File: src/rtl/gpu_mem_arbiter.sv
// gpu_mem_arbiter: core/host arbiter driving one shared multi-lane data memory port.
// Define GPU_ARB_ROUND_ROBIN_EN for round-robin IDLE ties and MAXHOLD core preemption.
module gpu_mem_arbiter #(
  parameter int AW = 10,
  parameter int DW = 18,
  parameter int LANES = 3,
  parameter int MAXHOLD = 16
) (
  input  logic                  CLK,
  input  logic                  RST,
  input  logic                  core_req,
  input  logic                  core_we,
  input  logic [LANES*AW-1:0]   core_addr,
  input  logic [LANES*DW-1:0]   core_wdata,
  input  logic                  host_req,
  input  logic                  host_we,
  input  logic [LANES*AW-1:0]   host_addr,
  input  logic [LANES*DW-1:0]   host_wdata,
  input  logic [4:0]            host_len,
  output logic                  core_gnt,
  output logic                  host_gnt,
  output logic                  core_stall,
  output logic                  core_rvalid,
  output logic                  host_rvalid,
  output logic [LANES*AW-1:0]   mem_addr,
  output logic [LANES*DW-1:0]   mem_wdata,
  output logic                  mem_we
);
  typedef enum logic [1:0] {IDLE, GRANT_CORE, GRANT_HOST} state_t;
  state_t state;
  logic [4:0] beat_cnt;
  logic [4:0] len_eff;
  logic tie_host;
  logic preempt;
  assign core_gnt = state == GRANT_CORE;
  assign host_gnt = state == GRANT_HOST;
  assign core_stall = core_req & ~core_gnt;
  assign len_eff = host_len == 5'd0 ? 5'd1 : host_len;
  assign mem_addr = core_gnt ? core_addr : host_gnt ? host_addr : '0;
  assign mem_wdata = core_gnt ? core_wdata : host_gnt ? host_wdata : '0;
  assign mem_we = core_gnt ? core_we & core_req : host_gnt ? host_we & host_req : 1'b0;
`ifdef GPU_ARB_ROUND_ROBIN_EN
  localparam int HW = $clog2(MAXHOLD + 1);
  localparam logic [HW-1:0] HOLD_MAX = HW'(MAXHOLD - 1);
  logic [HW-1:0] hold_cnt;
  logic last_host;
  assign tie_host = ~last_host;
  assign preempt = host_req && hold_cnt == HOLD_MAX;
  // hold_cnt saturates so a host arriving late into a long core run is admitted at once
  always_ff @(posedge CLK or posedge RST)
    if (RST) begin
      hold_cnt <= '0;
      last_host <= 1'b1;
    end else begin
      hold_cnt <= (core_gnt && core_req && !preempt) ? (hold_cnt == HOLD_MAX ? hold_cnt : hold_cnt + 1'b1) : '0;
      if (core_gnt && (!core_req || preempt)) last_host <= 1'b0;
      else if (host_gnt && (!host_req || beat_cnt == 5'd1)) last_host <= 1'b1;
    end
`else
  assign tie_host = 1'b0;
  assign preempt = 1'b0;
`endif
  always_ff @(posedge CLK or posedge RST)
    if (RST) begin
      state <= IDLE;
      beat_cnt <= '0;
      core_rvalid <= 1'b0;
      host_rvalid <= 1'b0;
    end else begin
      core_rvalid <= core_gnt & core_req & ~core_we;
      host_rvalid <= host_gnt & host_req & ~host_we;
      case (state)
        IDLE:
          if (core_req && !(host_req && tie_host)) state <= GRANT_CORE;
          else if (host_req) begin
            state <= GRANT_HOST;
            beat_cnt <= len_eff;
          end
        GRANT_CORE:
          if (!core_req) state <= IDLE;
          else if (preempt) begin
            state <= GRANT_HOST;
            beat_cnt <= len_eff;
          end
        GRANT_HOST: begin
          if (host_req) beat_cnt <= beat_cnt - 5'd1;
          if (!host_req || beat_cnt == 5'd1) state <= IDLE;
        end
        default: state <= IDLE;
      endcase
    end
endmodule

File: config.mk
export PLATFORM = sky130hd
export DESIGN_NAME = gpu_mem_arbiter
export DESIGN_NICKNAME = d
export VERILOG_FILES = /design/src/rtl/gpu_mem_arbiter.sv
export SDC_FILE = /design/constraint.sdc
export NUM_CORES = 1
export LEC_CHECK = 0
export BUFFER_PORTS_ARGS = -buffer_cell sky130_fd_sc_hd__buf_2
export CAP_MARGIN = 30
export CELL_PAD_IN_SITES_DETAIL_PLACEMENT = 1
export CELL_PAD_IN_SITES_GLOBAL_PLACEMENT = 2
export CORE_MARGIN = 8
export CORE_UTILIZATION = 11
export DETAILED_ROUTE_END_ITERATION = 8
export PLACE_DENSITY_LB_ADDON = 0.1
export SYNTH_ARGS = -nofsm -noshare
export SYNTH_HDL_FRONTEND = slang
export SYNTH_SLANG_ARGS = --single-unit
File: constraint.sdc
create_clock -name CLK -period 2.8 [get_ports CLK]
set_clock_uncertainty 0.2 [all_clocks]
set_input_delay 0.28 -clock CLK [delete_from_list [all_inputs] [get_ports CLK]]
set_output_delay 0.28 -clock CLK [all_outputs]
set_load 0.02 [all_outputs]
-- Word-level counts from Yosys, hierarchy flattened
Cells that the tools add are included.
- bits of input ports: 179
- output and inout bits: 90
- flip-flop bits (word level): 9
- logic and storage cells: 47
- multiplexer cells: 16
- reductions and logical operators: 7
- bitwise operators: 10
- add/sub/neg operators: 1
- equal/unequal tests: 9
- operators with widths (cell ; count):
    $mux 54 ; 2
    $mux 30 ; 2
    $mux 5 ; 4
    $pmux 5 s2 ; 1
    $mux 2 ; 4
    $ne 2x2->1 const B ; 4
    $and 1x1->1 ; 7
    $pmux 2 s3 ; 1
    $eq 5x1->1 const B ; 1
    $logic_not 5->1 ; 1
    $sub 5x1->5 const B ; 1
    $reduce_and 4->1 ; 1
    $ne 3x3->1 const B ; 1
    $not 1->1 ; 3
    $reduce_and 3->1 ; 1
    $eq 2x1->1 const B ; 1
    $eq 2x2->1 const B ; 1
    $logic_not 2->1 ; 1
    $mux 1 ; 2
    $ne 2x1->1 const B ; 1
    $reduce_bool 2->1 ; 1
    $logic_not 1->1 ; 1
    $logic_or 1x1->1 ; 1

-- Longest topological paths before layout
Gate-level depths: netlist (run 1).
- depth after elaboration: 5
- depth in mapped cells: 5
- gate-level depth less buffers: 5

-- Worst setup path before layout (run 1)
No wires, ideal clock.
- path type: register -> output
- start point: register state[1]
- end point: output mem_wdata[45]
- arrival time: 1.214 ns
- cell stages (with the launch flop): 6
- buffers on the path: 3
- slack: 1.106 ns
- required time: 2.320 ns
- cell sequence: dfrtp_1 > buf_6 > nor2b_4 > buf_6 > buf_4 > a22o_1
- longest elaborated chain between the ends: 3
- elaborated cells between the ends (all ways): 4
- those cells by class: 2 x eq/ne; 2 x mux
- ends and longest elaborated chain (element ; line ; text):
    from (decl) ; 30 ; state_t state;
    from (signal assigned) ; 65 ; state <= IDLE;
    from (signal assigned) ; 74 ; if (core_req && !(host_req && tie_host)) state <= GRANT_CORE;
    from (signal assigned) ; 76 ; state <= GRANT_HOST;
    $eq 2x2->1 ; 36 ; assign host_gnt = state == GRANT_HOST;
    net host_gnt ; 21 ; output logic host_gnt,
    $mux 54 (2 in a row) ; 40 ; assign mem_wdata = core_gnt ? core_wdata : host_gnt ? host_wdata : '0;
    to (decl) ; 26 ; output logic [LANES*DW-1:0] mem_wdata,
The timed path passes the listed nets, and every way through them passes these cells.

-- Worst setup path after layout (run 1)
- start point: register state[1]
- end point: output mem_wdata[21]
- longest elaborated chain between the ends: 3
- elaborated cells between the ends (all ways): 4
- those cells by class: 2 x eq/ne; 2 x mux
- ends and longest elaborated chain (element ; line):
    $eq 2x2->1 ; 36
    $mux 54 ; 40
    $mux 54 (*) ; 40
Mark *: on every way between the ends. The rest lies on a longest branch, timed or not.

==> results of run 1 <==
[Yosys cell counts (all sizes together)]
master	count
o2111ai	1
o21a	1
o211ai	1
clkbuf	1
a2bb2oi	2
or3	1
nand2	1
nand3	4
o21ai	1
inv	7
buf	21
a211oi	3
mux2i	1
nor3b	1
or3b	1
a32oi	1
a41o	1
dfrtp	9
nand3b	2
nand2b	1
a22o	84
ha	2
nor2	4
nor4	1
and3b	1
nor2b	4
o32ai	1
o22ai	1
[where the power goes]
| group | internal (mW) | switching (mW) | leakage, nW |
|---|---|---|---|
| sequential | 0.150 | 0.0214 | 0.111 |
| clock | 0.190 | 0.0634 | 0.0382 |
| combinational | 0.267 | 0.354 | 1.63 |
| total | 0.608 | 0.439 | 1.78 |
[state kept, by name (all words and copies together) (netlist names)]
register,flops
state,2
host_rvalid,1
core_rvalid,1
beat_cnt,5
[metal layers]
| layer | global-route usage [%] | routed length [um] | part of all wire (%) |
|---|---|---|---|
| met5 | 0 | 14 | 0.11 |
| met4 | 1.66 | 46 | 0.35 |
| met2 | 27.2 | 7000 | 54 |
| met1 | 15.4 | 4840 | 37 |
| met3 | 4.05 | 1090 | 8.4 |
[repair_timing]
item                                    CTS  global route
endpoints found under the setup margin    0             0
hold buffers                              1             0
endpoints found under the hold margin     9             0
[layout make-up]
type                    instances  area (um^2)
clock buffers                   4         78.8
well taps                     172          215
flip-flops and latches          9          225
diodes                          1         2.50
multi-input cells             121         1010
fillers                      1584         9560
inverters                       7         26.3
repair buffers                271         1390
[placed cells by master, fill, tap and decap left out, types with 3 or more instances in the layout]
cell type / n
buf_2: 268
a22o_1: 84
dfrtp_1: 9
inv_1: 7
nand3_1: 4
a211oi_1: 3
nor2_1: 3
clkbuf_16: 3
[how the worst max path moves through the flow]
stage / startpoint / depth (start not counted) / end / slack, ns
floorplan: state[1] / 5 / mem_wdata[45] / 1.11
global placement: state[1] / 4 / mem_wdata[17] / 0.68
detailed placement: state[1] / 4 / mem_wdata[21] / 0.67
CTS: state[1] / 4 / mem_wdata[21] / 0.41
global route: state[1] / 4 / mem_wdata[21] / 0.27
finish: state[1] / 4 / mem_wdata[21] / 0.40
[metrics by stage]
step	utilization, %	hold WS (ns)	power, mW
2_1_floorplan	-	-0.0921	0.517
3_5_place_dp	22.9	0.0865	0.799
6_report	23.6	0.0179	1.05
3_3_place_gp	22.9	0.0949	0.805
4_1_cts	23.6	0.0126	1.06
5_1_grt	23.6	0.0156	1.11
[cell families (layout without fill, tap and decap cells)]
| kind of cell | Yosys count | in the layout | synth area share, % |
|---|---|---|---|
| mux | 1 | 1 | 0.714 |
| buf+inv | 29 | 282 | 12.1 |
| compound gates | 97 | 97 | 59.9 |
| simple gates | 21 | 21 | 9.46 |
| flops | 9 | 9 | 16.1 |
| other cells | 0 | 1 | 0 |
| fa+ha+maj | 2 | 2 | 1.78 |
==> key figures, run 1 <==
Placed design
  • Pre-CTS setup slack: around 0.67 ns
  • GPL Wtd Cong: just over 0.9
  • # port buffers: ~270
  • Placed insts: 579
  • Placed instance area: 2860 um^2
  • Post-DP HPWL: 11100 um

Synthesis
  • Seq/Total Area, Yosys: about 16%
  • Syn avg cell area: about 8.8 um^2
  • Share of the synthesized area in the top cell type: 52.5%
  • Top cells by area, synth: a22o_1 52%, dfrtp_1 16%, buf_2 5.4%
  • Cell area after synthesis: between 1000 and 1500 um^2
  • Count of cell types in the netlist: 32
  • Synth Instances: roughly 160
  • Synth area leader: a22o_1
  • Yosys warns: 0
  • FF+latch count, synth: 9
  • Syn nets: between 300 and 400

Floorplan
  • DIE WIDTH: roughly 130 um
  • Core Box Area: 12500 um^2
  • Rows: ~40
  • Die Area: 16600 um^2
  • Initial Utilization: ~11%
  • Die Ht: 129 um
  • IO Count: 269

Detailed routing
  • Via density: approximately 4.2
  • Drt wl/cell: about 22 um
  • Routed Antenna Nets: 0
  • Drt drc: 0
  • Vias: between 2000 and 2500
  • Drt first pass iters: 4
  • DR iter-0 viols: 111
  • Routed wire length: 13000 um

STA
  • Final hold violations: 0
  • Fin crit period: between 2 and 2.5 ns
  • Slew HR: between 60% and 70%
  • Slew Limit Fails: 0
  • Final WS setup: 0.400 ns
  • Fmax: ~420 MHz
  • Final Setup Violations: 0
  • Setup tns final: 0 ns
  • Tcrit/Tclk final: approximately 86%
  • Slew @ Worst Pin: 0.486 ns
  • RSZ-0062 raised after global routing: false

Final layout
  • Share of layout cells above drive strength 1: 67.2%
  • Final std cells w/o fill: approximately 600
  • Area Overhead vs Synth: 111%
  • Final instance area: 2950 um^2
  • Post-layout nets: between 500 and 600

Global route
  • Largest net degree at the start of global routing: 89
  • Initial antenna violation count: 2
  • Vias in the first global route: about 2500
  • Gr ovfl total: 0
  • Total Routing Usage GR: approximately 14%
  • First-pass GRT wire length: 17900 um

Setup path
  • CP arrival: between 1.5 and 2 ns
  • Worst Reg-to-Reg Cells: 4
  • CP max stage delay: approximately 0.56 ns
  • Cells along the critical path: nor2b_4 -> buf_12 -> a22o_1 -> buf_2
  • Reg-to-reg slack, setup: ~1 ns
  • Buf/Inv on CP: 2
  • Delay-heaviest family, CP: flip-flops
  • Worst r2r dst: beat_cnt[4]
  • Critical path type: flop to output pin
  • Setup crit end kind: output pin
  • Worst setup SP type: flop
  • Worst Path Max Fanout: 88
  • Crit Reg-Reg Startpoint: state[1]
  • Slowest cell on crit path: dfrtp_1
  • Req. time, crit path: between 2 and 2.5 ns

Status
  • Status: complete, no violations

Run
  • MaxCap Viol Count: 0

Power
  • Peak VDD IR: between 0.00015 and 0.0002 V
  • Power density cells: roughly 350 nW/um^2
  • Leak Pwr: between 1.5 and 2 nW

Clock tree
  • Post-CTS Resized: 0
  • Clock transition at path regs: ~0.04 ns
  • Clk buf depth: 2
  • Htree depth: 1
  • Clock Latency Late Sink: approximately 0.23 ns
  • Setup bufs post-CTS: 0
  • CTS Root Cell: clkbuf_16
  • CTS Sinks: 9
  • CTS tree: built
  • Clock buffer count from CTS: 3

Hold path
  • Worst min-delay path startpoint: core_we
  • Worst hold path endpoint: core_rvalid
  • Hold WC Path Type: primary input to flop
  • Hold Crit Depth: 2
No activity file was read; power rests on OpenSTA's default activity.
==> run 2, diff against run 1 <==
- CORE_UTILIZATION: 11 -> 10
- GPL_ROUTABILITY_DRIVEN: not set -> 0
- clock period: 2.8 -> 2.1 ns (I/O delays scaled with it)
==> run 2 against run 1 <==
  * Clock power increased by 33%
  * Hold slack improved by 0.046 ns
  * Global-route usage decreased by 0.71 points
  * Core utilization decreased by 1.1 points
  * Sequential cell count unchanged
  * Worst setup slack got worse by 0.27 ns
  * Largest power group unchanged
==> key figures, run 2 (synthesized netlist as in run 1, its figures left out) <==
Clock tree
  • Clk buf depth: 2 (unchanged)
  • Htree depth: 1 (unchanged)
  • Clock buffer count from CTS: 3 (unchanged)
  • CTS Sinks: 9 (unchanged)
  • Clock transition at path regs: 0.04 ns (about the same)
  • CTS tree: built
  • CTS Root Cell: clkbuf_16
  • Clock Latency Late Sink: 0.24 ns (about the same)

Run
  • MaxCap Viol Count: 0 (unchanged)

Final layout
  • Area Overhead vs Synth: 121%
  • Final std cells w/o fill: 603 (+3.1%)
  • Number of diodes: 0 (-1)
  • Share of layout cells above drive strength 1: 68.1% (+0.85 points)
  • Largest Register: beat_cnt
  • Largest register FFs: 5 (unchanged)
  • Most common cell after layout, fill and taps aside: buf_2
  • Largest regs: beat_cnt (5), state (2)
  • Post-layout nets: 605 (+1.9%)
  • Most frequent cells in the layout: 268 x buf_2, 84 x a22o_1, 8 x dfrtp_1, 7 x inv_1, 6 x buf_4
  • Fillers: 1715 (+8.3%)

Setup path
  • Slowest cell on crit path: dfrtp_1
  • CP arrival: 1.56 ns (-0.36 ns)
  • CP max stage delay: 0.43 ns (-0.13 ns)
  • Req. time, crit path: 1.69 ns (-0.63 ns)
  • Setup crit end kind: output pin
  • Cells along the critical path: nor2b_4 -> buf_12 -> a22o_1 -> buf_2
  • Worst setup SP type: flop
  • Critical path type: flop to output pin
  • Worst Path Max Fanout: 39 (-56%)

STA
  • RSZ-0062 raised after global routing: false
  • Setup tns final: 0 ns (unchanged)
  • Slew Limit Fails: 0 (unchanged)
  • Final hold violations: 0 (unchanged)
  • Slew HR: 71.3% (+3.7 points)
  • Fmax: 508 MHz
  • Final Setup Violations: 0 (unchanged)
  • Slew @ Worst Pin: 0.430 ns (-0.0556 ns)
  • Tcrit/Tclk final: 93.8%
  • Fin crit period: a little under 2 ns

Floorplan
  • IO Count: 269 (unchanged)
  • Rows: 43 (+4.9%)
  • Die Ht: 134 um (+4.3%)
  • DIE WIDTH: 134 um (+4.3%)
  • Core Box Area: 13800 um^2 (+10%)
  • Die Area: 18100 um^2 (+8.7%)
  • Initial Utilization: 10.2% (-1.0 points)

Placed design
  • Placed insts: 594 (+2.6%)
  • # port buffers: 268 (unchanged)
  • Post-DP HPWL: 11500 um (+3.8%)

Global route
  • First-pass GRT wire length: 18400 um (+2.6%)
  • Vias in the first global route: 2419 (-4.2%)
  • Gr ovfl total: 0 (unchanged)
  • Initial antenna violation count: 1 (-1)
  • Total Routing Usage GR: 13.5% (-0.71 points)
  • Largest net degree at the start of global routing: 40 (-55%)

Power
  • Leak Pwr: 1.85 nW (+4.0%)
  • Peak VDD IR: 0.000225 V (+49%)
  • Power density cells: 462 nW/um^2 (+30%)
  • Total power: 1.44 mW (+37%)

Detailed routing
  • Via density: 4.12 (-2.5%)
  • Routed wire length: 13400 um (+3.1%)
  • Vias: 2484 (+0.49%)
  • Drt first pass iters: 4 (unchanged)
  • Routed Antenna Nets: 0 (unchanged)
  • Drt wl/cell: 22.2 um (about the same)
  • DR iter-0 viols: 88 (-21%)
  • Drt drc: 0 (unchanged)

Hold path
  • Hold WC Path Type: primary input to flop

Status
  • Status: complete, no violations
[run 2: path summary, 6_finish.rpt]
path	start	to	slack, ns	depth (start not counted)
worst max-delay path	state[0]	mem_wdata[38]	0.13	4
worst min-delay path	host_we	host_rvalid	0.06	2
worst max register to register	beat_cnt[0]	beat_cnt[4]	0.37	5
worst min register to register	beat_cnt[4]	state[1]	0.34	1
max in group asynchronous	RST	state[1]	1.12	3
min in group asynchronous	RST	host_rvalid	0.29	3
[run 2: final cells by class]
| type | instances | area (um^2) | area share [%] |
|---|---|---|---|
| Clock buffer | 4 | 78.8 | 2.54 |
| Inverter | 7 | 26.3 | 0.846 |
| Multi-Input combinational cell | 121 | 1010 | 32.7 |
| Sequential cell | 9 | 226 | 7.29 |
| Tap cell | 180 | 225 | 7.25 |
| Timing Repair Buffer | 282 | 1530 | 49.4 |
[run 2: timing repair]
action | CTS | global route
buffers inserted | 0 | 2
resized for setup | 0 | 2
endpoints found under the setup margin | 1 | 35
hold buffers | 2 | 0
cloned | 1 | 0
endpoints found under the hold margin | 10 | 0
[run 2: metrics by stage]
step	hold WS (ns)	util [%]	cell area, um^2	worst slack (ns)
4_1_cts	0.0604	22.4	3080	0.0484
6_report	0.0635	22.5	3110	0.131
5_1_grt	0.0823	22.5	3110	0.0181
3_5_place_dp	0.00963	21.4	2950	0.275
3_3_place_gp	0.0161	21.4	2950	0.255
2_1_floorplan	-0.162	-	1400	0.468
[run 2: routing by layer]
metal	routed length [um]	vias up	global-route usage, %
li1	-	1191	-
met1	4790	1165	14.1
met5	13	-	0
met2	7400	120	26.3
met3	1160	6	4.34
met4	29	2	1.12
[run 2: worst max-delay path: cells and delay by family, from the launching register on]
| family | cells | cell delay (ns) |
|---|---|---|
| flops | 1 | 0.43 |
| buf+inv | 2 | 0.42 |
| simple gates | 1 | 0.25 |
| compound gates | 1 | 0.20 |
[run 2: report_power, final]
group	leakage [nW]	internal, mW	switching, mW
clock	0.0382	0.254	0.0832
sequential	0.109	0.200	0.0236
combinational	1.70	0.393	0.481
total	1.85	0.847	0.588
==> run 3, diff against run 2 <==
- BUFFER_PORTS_ARGS: -buffer_cell sky130_fd_sc_hd__buf_2 -> not set
- CORE_AREA: not set -> 8 8 97 99
- CORE_MARGIN: 8 -> not set
- CORE_UTILIZATION: 10 -> not set
- CTS_BUF_LIST: not set -> sky130_fd_sc_hd__clkbuf_4 sky130_fd_sc_hd__clkbuf_8
- DIE_AREA: not set -> 0 0 105 107
- DONT_BUFFER_PORTS: not set -> 1
==> run 3 against run 2 <==
  * Combinational power down 35%
  * First-iteration DRC count up 1.1%
  * Largest cell class is now multi-input combinational cells
  * Non-clock buffer count down 268
  * Wire length down 34%
  * Maximum frequency up 0.29%
  * Clock-buffer cell count unchanged
==> key figures, run 3 (synthesized netlist as in run 1, its figures left out) <==
Detailed routing
  • Via density: 5.98 (+45%)
  • Drt wl/cell: 34.2 um (+54%)
  • Met3 wire len: 912 um (-22%)
  • Routed Antenna Nets: 0 (unchanged)
  • Highest metal used: met4
  • DR iter-0 viols: 89 (+1.1%)
  • Vias: 1556 (-37%)
  • Drt drc: 0 (unchanged)
  • WL met2: 4800 um (-35%)
  • M1 WL: 3160 um (-34%)
  • Drt first pass iters: 6 (+2)
  • Routed wire length: 8900 um (-34%)

STA
  • Fmax: 509 MHz (+0.29%)
  • Slew Limit Fails: 0 (unchanged)
  • Final hold violations: 0 (unchanged)
  • Fin crit period: 1.96 ns (-0.00576 ns)
  • Setup tns final: 0 ns (unchanged)
  • Slew @ Worst Pin: 0.539 ns (+0.109 ns)
  • Tcrit/Tclk final: 93.5% (-0.27 points)
  • Hold Slack: 0.0295 ns (-0.0340 ns)
  • Slew HR: 64.0% (-7.3 points)
  • RSZ-0062 raised after global routing: false
  • Final Setup Violations: 0 (unchanged)

Final layout
  • Largest register FFs: 5 (unchanged)
  • Final std cells w/o fill: 260 (-57%)
  • Final instance area: 1620 um^2 (-48%)
  • Post-layout nets: 337 (-44%)
  • Area Overhead vs Synth: 15.5%
  • Largest Register: beat_cnt
  • Share of layout cells above drive strength 1: 12.3% (-56 points)
  • Number of diodes: 0 (unchanged)
  • Largest regs: beat_cnt (5), state (2)
  • Most frequent cells in the layout: 84 x a22o_1, 7 x inv_1, 7 x dfrtp_1, 5 x dlygate4sd3_1
  • Most common cell after layout, fill and taps aside: a22o_1

Global route
  • Total Routing Usage GR: 13.5% (+0.041 points)
  • First-pass GRT wire length: 12000 um (-35%)
  • Vias in the first global route: 1607 (-34%)
  • Initial antenna violation count: 0 (-1)
  • Gr ovfl total: 0 (unchanged)
  • Largest net degree at the start of global routing: 59 (+48%)

Clock tree
  • Clock buffer count from CTS: 3 (unchanged)
  • Clock transition at path regs: 0.05 ns (about the same)
  • Htree depth: 1 (unchanged)
  • CTS tree: built
  • CTS Root Cell: clkbuf_8
  • Clock Latency Late Sink: 0.24 ns (about the same)
  • CTS Sinks: 9 (unchanged)
  • Clk buf depth: 2 (unchanged)
  • Setup bufs post-CTS: 0 (unchanged)

Setup path
  • Critical path type: flop to output pin
  • CP max stage delay: 0.44 ns (about the same)
  • Worst r2r dst: host_rvalid
  • Cells along the critical path: nor2b_4 -> buf_12 -> a22o_1
  • CP startpoint: state[1]
  • Worst Path Max Fanout: 56 (+44%)
  • Worst Reg-to-Reg Cells: 4 (-1)
  • CP arrival: 1.55 ns (about the same)
  • Req. time, crit path: 1.69 ns (about the same)
  • Slowest cell on crit path: dfrtp_2
  • Reg-to-reg slack, setup: 0.15 ns (-0.22 ns)
  • Crit Reg-Reg Startpoint: state[1]
  • CP Capture Point: mem_wdata[37]
  • Setup crit end kind: output pin
  • Worst setup SP type: flop

Floorplan
  • DIE WIDTH: 105 um (-22%)
  • Initial Utilization: 17.7% (+7.5 points)
  • Die Ht: 107 um (-20%)
  • IO Count: 269 (unchanged)
  • Die Area: 11200 um^2 (-38%)
  • Core Box Area: 7930 um^2 (-42%)
  • Rows: 33 (-23%)

Power
  • Leak Pwr: 0.688 nW (-63%)
  • Sw frac: 48.1% (+7.1 points)
  • Internal power: 0.526 mW (-38%)
  • Reg power frac: 22.5% (+6.9 points)
  • Combinational Power Share: 55.6% (-5.3 points)
  • Clock network power share: 21.9% (-1.6 points)
  • Power density cells: 626 nW/um^2 (+35%)
  • Peak VDD IR: 0.000215 V (-4.6%)
  • Net load switching power: 0.488 mW (-17%)

Placed design
  • Placed instance area: 1520 um^2 (-49%)
  • # port buffers: 0 (-100%)
  • Placed insts: 251 (-58%)
  • Post-DP HPWL: 7650 um (-34%)

Hold path
  • Worst min-delay path startpoint: host_len[0]
  • Hold WC Path Type: primary input to flop

Run
  • MaxCap Viol Count: 0 (unchanged)

Status
  • Status: complete, no violations
[run 3: worst max-delay path, delay by kind of cell (launching register included)]
family	cells	cell delay [ns]
buffers and inverters	1	0.26
AOI/OAI and AO/OA	1	0.36
and+or+nand+nor	1	0.23
DFF	1	0.44
[run 3: layout make-up]
type                            count  area [um^2]
Fill cell                         949         6310
Inverter                            7         26.3
Sequential cell                     9          228
Timing Repair Buffer               14          171
Tap cell                          105          131
Multi-Input combinational cell    121         1010
Clock buffer                        4         48.8
[run 3: worst min path at each step]
stage / cells after the start / end / slack, ns
2_1_floorplan: 1 / beat_cnt[0] / -0.16
3_3_place_gp: 1 / state[1] / -0.09
3_5_place_dp: 1 / state[1] / -0.10
4_1_cts: 2 / beat_cnt[0] / 0.03
5_1_grt: 2 / beat_cnt[3] / 0.02
6_report: 2 / beat_cnt[0] / 0.03
[run 3: power groups by stage]
stage	registers, mW	clock network, mW	logic, mW
floorplan	0.219	0	0.470
global route	0.232	0.241	0.588
CTS	0.228	0.229	0.569
global placement	0.229	0	0.558
finish	0.228	0.223	0.564
detailed placement	0.231	0	0.559
[run 3: routing by layer]
metal,global-route usage (%),vias to the layer above
met5,0,-
met4,2.14,0
met3,4.92,4
met2,24.6,138
met1,15.0,764
li1,-,650
[run 3: metrics by stage]
step	utilization, %	power (mW)	setup WS, ns
after detailed placement	19.1	0.789	0.293
after global placement	19.1	0.787	0.329
after global routing	20.4	1.06	0.0386
after CTS	20.4	1.03	0.0410
after floorplan	-	0.689	0.468
final	20.4	1.01	0.137
[run 3: timing repair]
action	CTS	global route
hold buffers	5	0
setup endpoints to repair	0	42
hold endpoints to repair	11	0
gates resized for setup	0	3
